**src/rtl/multibyte_add_sequencer.sv**
```systemverilog
// multibyte_add_sequencer: byte-serial NBYTES-wide add/subtract over one shared external 8-bit adder
// Ports:
//   clk, rst_n                 clock and asynchronous active-low reset
//   start, op, use_cin, cin    request, 0=add/1=sub, take initial carry from cin, external carry/not-borrow
//   a, b                       W-bit operands, sampled on the accept edge
//   add_a, add_b, add_cin      byte and carry driven to the adder (zero outside RUN)
//   add_s, add_cout            combinational adder result
//   ready, busy, done          IDLE / RUN-or-DONE / one-cycle result-valid pulse
//   s, cout, ovf, zero         registered result, final carry (1 = no borrow on sub), signed overflow, s == 0
module multibyte_add_sequencer #(
  parameter int NBYTES = 4
) (
  input  logic                clk,
  input  logic                rst_n,
  input  logic                start,
  input  logic                op,
  input  logic                use_cin,
  input  logic                cin,
  input  logic [8*NBYTES-1:0] a,
  input  logic [8*NBYTES-1:0] b,
  output logic [7:0]          add_a,
  output logic [7:0]          add_b,
  output logic                add_cin,
  input  logic [7:0]          add_s,
  input  logic                add_cout,
  output logic                ready,
  output logic                busy,
  output logic                done,
  output logic [8*NBYTES-1:0] s,
  output logic                cout,
  output logic                ovf,
  output logic                zero
);
  localparam int W  = 8 * NBYTES;
  localparam int KW = $clog2(NBYTES);
  typedef enum logic [1:0] {ST_IDLE, ST_RUN, ST_DONE} state_t;
  state_t state, state_nx;
  logic [W-1:0]  a_r, b_r;
  logic [KW-1:0] k;
  logic          carry, run, last, accept;
  always_comb begin
    run      = state == ST_RUN;
    last     = run && (k == KW'(NBYTES - 1));
    accept   = (state == ST_IDLE) && start;
    ready    = state == ST_IDLE;
    busy     = state != ST_IDLE;
    done     = state == ST_DONE;
    add_a    = run ? a_r[8*k +: 8] : 8'h00;
    add_b    = run ? b_r[8*k +: 8] : 8'h00;
    add_cin  = run ? carry : 1'b0;
    state_nx = accept ? ST_RUN : last ? ST_DONE : done ? ST_IDLE : state;
  end
  always_ff @(posedge clk or negedge rst_n) begin
    if (!rst_n) begin
      state <= ST_IDLE;
      a_r   <= '0;
      b_r   <= '0;
      k     <= '0;
      carry <= 1'b0;
      s     <= '0;
      cout  <= 1'b0;
      ovf   <= 1'b0;
      zero  <= 1'b0;
    end else begin
      state <= state_nx;
      if (accept) begin
        // subtract is A + ~B + 1, so the inverted B and the initial carry are set up here
        a_r   <= a;
        b_r   <= op ? ~b : b;
        carry <= use_cin ? cin : op;
        k     <= '0;
      end else if (run) begin
        s[8*k +: 8] <= add_s;
        carry       <= add_cout;
        k           <= last ? '0 : k + 1'b1;
        if (last) begin
          cout <= add_cout;
          // a7^b7^s7 recovers the carry into bit 7, which the adder does not expose
          ovf  <= add_a[7] ^ add_b[7] ^ add_s[7] ^ add_cout;
          zero <= (add_s == 8'h00) && (s[W-9:0] == '0);
        end
      end
    end
  end
endmodule
```
**config.mk**
```make
export PLATFORM = sky130hd
export DESIGN_NAME = multibyte_add_sequencer
export DESIGN_NICKNAME = d
export VERILOG_FILES = /design/src/rtl/multibyte_add_sequencer.sv
export SDC_FILE = /design/constraint.sdc
export NUM_CORES = 1
export LEC_CHECK = 0
export ABC_AREA = 1
export BUFFER_PORTS_ARGS = -buffer_cell sky130_fd_sc_hd__buf_2
export CORE_ASPECT_RATIO = 0.6
export CORE_MARGIN = 8
export CORE_UTILIZATION = 25
export DETAILED_ROUTE_END_ITERATION = 8
export PLACE_DENSITY_LB_ADDON = 0.25
export REMOVE_ABC_BUFFERS = 1
export SLEW_MARGIN = 20
export SYNTH_ARGS = -nofsm -noshare
export SYNTH_HDL_FRONTEND = slang
export SYNTH_SLANG_ARGS = --single-unit
```
**constraint.sdc**
```tcl
create_clock -name clk -period 2.51 [get_ports clk]
set_clock_uncertainty 0.1 [all_clocks]
set_input_delay 0.251 -clock clk [delete_from_list [all_inputs] [get_ports clk]]
set_output_delay 0.251 -clock clk [all_outputs]
set_load 0.01 [all_outputs]
```
### Word-level counts from Yosys, hierarchy flattened

Cells that the tools add are included.

* word-level logic and storage cells: 48
* input bits: 79
* register bits: 104

* shifts and indexed selects: 4
* bitwise logic cells: 5
* reductions and logical operators: 11
* muxes and demuxes: 14
* equal/unequal tests: 3
* add/subtract/negate cells: 2

Operators with widths (count)
* $shiftx A32 B6 Y8: 2
* $neg A5 Y34: 1
* $shift A8 B34 Y32 const A: 1
* $shiftx A8 B34 Y32: 1
* $bwmux W32: 1
* $mux W32: 1
* $not A32 Y32: 1
* $logic_not A24 Y1: 1
* $mux W8: 2
* $mux W2: 6
* $logic_not A8 Y1: 1
* $eq A2 B2 Y1 const B: 2
* $mux W1: 4
* $reduce_bool A2 Y1: 2
* $logic_and A1 B1 Y1: 3
* $reduce_and A3 Y1: 1
* $reduce_bool A3 Y1: 1
* $xor A1 B1 Y1: 3
* $add A2 B1 Y2 const B: 1
* $eq A2 B1 Y1 const B: 1
* $logic_not A2 Y1: 1
* $reduce_and A2 Y1: 1
* $not A1 Y1: 1

### Longest topological paths before layout

* depth in word-level cells: 5
* mapped depth: 11

### Least setup slack after synthesis

Ideal clock, no wire load.

* path kind: reg-to-reg
* start point: register k[1]
* end point: register s[0]
* cell stages (with the launch flop): 9
* required time: 2.313 ns
* arrival time: 1.843 ns
* clock period less this slack: 2.040 ns
* path slack: 0.470 ns
* library setup time: 0.097 ns
* buffers on the path: 3
* path through: dfrtp_1 -> buf_4 -> inv_1 -> buf_2 -> buf_2 -> ha_1 -> inv_1 -> nand4_1 -> o31ai_1

* cells in the longest elaborated chain, start to end: 3
* elaborated cells on any way between the ends: 4
* those cells by class: 1 x add/sub; 2 x shift; 1 x mux

RTL lines
* start: declaration: RTL line 39 `logic [KW-1:0] k;`
* start signal: assignment: RTL line 75 `k <= last ? '0 : k + 1'b1;`
* $neg A5 Y34 (*): RTL line 73 `s[8*k +: 8] <= add_s;`
* $shiftx A8 B34 Y32 or $shift A8 B34 Y32 (tied branches): RTL line 73
* $bwmux W32 (*): RTL line 73
* end signal: indexed assignment: RTL line 73
* end: declaration: RTL line 29 `output logic [8*NBYTES-1:0] s,`

Mark *: on every way between the ends. The rest lies on a longest branch, timed or not.
A chain may end at the register's enable or synchronous reset.

### Final worst setup path

* start point: register k[0]
* end point: output add_b[7]

* cells in the longest elaborated chain, start to end: 2

RTL lines
* $shiftx A32 B6 Y8: RTL line 49 `add_b = run ? b_r[8*k +: 8] : 8'h00;`
* $mux W8: RTL line 49
* end: declaration: RTL line 22 `output logic [7:0] add_b,`

No other way between the ends.

==> impl_results.md <==
* Crit end category: primary output
* Cell Int Power at 0.00448 W
* Final Hold Fails at 0
* CTS tree: built
* First drt pass iteration count at 4
* Power per cell area at 1220 nW/um^2
* Crit path buf inv count at 4
* Post-DP HPWL at 11400 um
* Outcome: completed
* Synthesized instance count at 622
* # diodes at 0
* Leakage power at 3.31 nW
* Share of cells above drive strength 1 at 22.3%
* Share of total power in combinational logic at between 40% and 50%
* WS Path Type: reg -> out
* VDD IR-drop max at 0.459 mV
* Slew margin rel. at 37.1%
* FMAX at 0.438 GHz
* Final number of setup-violating endpoints at 0
* RR Startpoint: k[1]
* Crit-path max cell delay at between 0.4 and 0.5 ns
* Starting DRT DRC Count at 278
* Full die area at 25600 sq um
* Filler cells at about 2200
* Total GRT Usage at 13.0%
* Core area at 20100 sq um
* Cell chain of the critical path: inv_2, buf_4, nand2_1, nand3_1, nand3_1, inv_2, buf_2
* Setup TNS Final at 0 ns
* CP delay by family, top: buffers and inverters
* NetSw at between 0.003 and 0.004 W
* Fin nets at 849
* Warnings, synthesis at 0
* Crit start category: flop
* Die Ht at 127 um
* Die span in x at 201 um
* Yosys reg bits at 104
* Final period demand of the worst path at 2.28 ns
* WL/cell at about 16 um
* # clock sinks at 104
* Multi-input logic area at 2190 sq um
* Overflow after GRT at 0
* Period utilization at 90.9%
* Clock root buffer master: clkbuf_16
* Cell area after technology mapping at 5140 sq um
* Area grow syn2layout at 28.6%
* Reg2reg setup slack at 0.49 ns
* Worst R2R End: s[26]
* Cts bufs inserted at 9
* IO buf count at 133
* Seq. cell area at 2600 sq um
* Initial Util at 25.6%
* Req. time, crit path at 2.16 ns
* Register area share after synthesis at around half
* First-pass GRT wire length at 26400 um
* Clock-pin slew of the registers on the worst-case setup and hold paths at 0.07 ns
* Number of global-route vias before repair at 4619
* Min-delay src: a[7]
* Mapped Avg Cell Area at 8.27 sq um
* Pwr Total at 0.00808 W
* Clk pwr share at 17.0%
* Vias at 4524
* Routed Antenna Nets at 0
* Hold endpoint: a_r[7]
* Critical path's slowest cell: dfrtp_2
* Worst skew pair latency at 0.36 ns
* Initial antenna violation count at 0
* CTS H-Tree Depth at 3
* Number of library cell types mapped by synthesis at 30
* Register share of total power at 35.8%
* Switching Share at 44.6%
* Vias per cell at 4.34
* FP Rows at 40
* RSZ-0062 raised after global routing: false
* CP max FO at 31
* Deepest clock path buffer count at 2
* I/O Pins at 134
* Drt total wl at around 16000 um
* Hold path cells at 3
* Slew @ Worst Pin at 0.943 ns
* Drt drc at 0
* Data arrival time of the critical path at about 1.9 ns
* Pin count of the biggest net entering global routing at 97
* Placer congestion estimate at 0.769
* R2R depth at 6
* Hold Path Class: in -> reg
* Post_cts resized at 0
* Max-Cap Viols at 0
* Slew Viols, Final at 0
-- cells in the mapped netlist --
master    instances  share of area (%)
a21oi_1          15                1.5
buf_2            16                1.6
buf_4             8                1.2
buf_6             1               0.22
clkbuf_1         11               0.80
dfrtp_1         104                 51
ha_1              5                1.2
inv_1            36                2.6
inv_2             5               0.36
inv_4             1               0.12
nand2_1         170                 12
nand2_2           1               0.12
nand3_1          22                2.1
nand3_2           2               0.39
nand4_1           4               0.49
nand4_4           1               0.41
nor2_1           64                4.7
nor2_2            2               0.24
nor2_8            2               0.78
nor3_1            1              0.097
nor4_1            3               0.36
o211ai_1          1               0.15
o21ai_0          41                4.0
o21ai_1          53                5.2
o221ai_1          1               0.17
o22ai_1           9                1.1
o31ai_1           8                1.2
o31ai_2           1               0.24
o32ai_1           1               0.17
xnor2_1          33                5.6
-- stage by stage --
| step | cells | hold WS [ns] | instance area (sq um) | worst slack, ns | utilization, % |
|---|---|---|---|---|---|
| 2_1_floorplan | 586 | -0.145 | 4950 | -0.115 | - |
| 3_3_place_gp | 1000 | -0.0280 | 6060 | 0.450 | 30.2 |
| 3_5_place_dp | 1000 | -0.0337 | 6060 | 0.464 | 30.2 |
| 4_1_cts | 1043 | 0.000520 | 6620 | 0.200 | 33.0 |
| 5_1_grt | 1043 | 0.0195 | 6620 | 0.0445 | 33.0 |
| 6_report | 1043 | 0.0183 | 6620 | 0.229 | 33.0 |
-- cell type report --
class / count / area share, %
multi-input cells: 440 / 33.2
clock inverters: 6 / 0.775
repair buffers: 168 / 15.7
flip-flops and latches: 104 / 39.4
well taps: 273 / 5.16
inverters: 42 / 2.42
clock buffers: 10 / 3.46
-- cells in the final DEF, fill, tap and decap left out, types with 6 or more instances in the layout --
master,Yosys,final
a21oi_1,15,15
dfrtp_1,104,103
inv_1,36,36
nand2_1,170,170
o21ai_1,53,53
o22ai_1,9,9
o31ai_1,8,8
xnor2_1,33,33
buf_4,8,6
o21ai_0,41,41
nor2_1,64,64
nand3_1,22,22
clkbuf_16,0,9
buf_2,16,132
dlygate4sd3_1,0,27
-- routing by layer --
layer	vias up	share of wire, %	global-route usage (%)
li1	2296	-	-
met1	2102	53	18.8
met2	118	41	19.0
met3	8	5.4	3.56
met4	0	0.68	2.57
met5	-	0	0
-- kinds of logic (layout without fill, tap and decap cells) --
family                   Yosys count  count (layout)  synth area share (%)
AND/OR/NAND/NOR                  272             272                  22.1
AO/OA/AOI/OAI                    130             130                  13.6
flip-flops                       104             104                  50.6
buffers and inverters             78             226                  6.86
XOR/XNOR                          33              33                  5.62
adder cells (fa/ha/maj)            5               5                  1.22
-- tightest hold or removal path: cells and delay by family --
family        cells  cell delay, ns
buf+inv           1            0.08
simple gates      2            0.10
-- power by group through the flow --
stage | registers, W | logic (W) | clock network (W)
after floorplan | 0.00301 | 0.00216 | 0
after global placement | 0.00293 | 0.00382 | 0
after detailed placement | 0.00292 | 0.00385 | 0
after CTS | 0.00290 | 0.00390 | 0.00143
after global routing | 0.00300 | 0.00434 | 0.00148
final | 0.00289 | 0.00381 | 0.00137
-- how the worst max path moves through the flow --
stage	from	endpoint	cells after the start	slack, ns
floorplan	k[0]	s[0]	5	-0.11
global placement	k[1]	s[27]	6	0.45
detailed placement	k[1]	s[28]	6	0.46
CTS	k[0]	add_b[7]	7	0.20
global route	k[0]	add_b[7]	7	0.04
finish	k[0]	add_b[7]	7	0.23
-- state kept, by name (all words and copies together), names as in the netlist --
signal  cells
s          32
k           2
b_r        32
cout        1
ovf         1
carry       1
zero        1
state       2
a_r        32
-- timing repair --
action,in CTS,in global routing
buffers inserted,0,0
hold endpoints to repair,130,0
hold buffers,27,0
endpoints found under the setup margin,0,0
No activity file was read; power rests on OpenSTA's default activity.
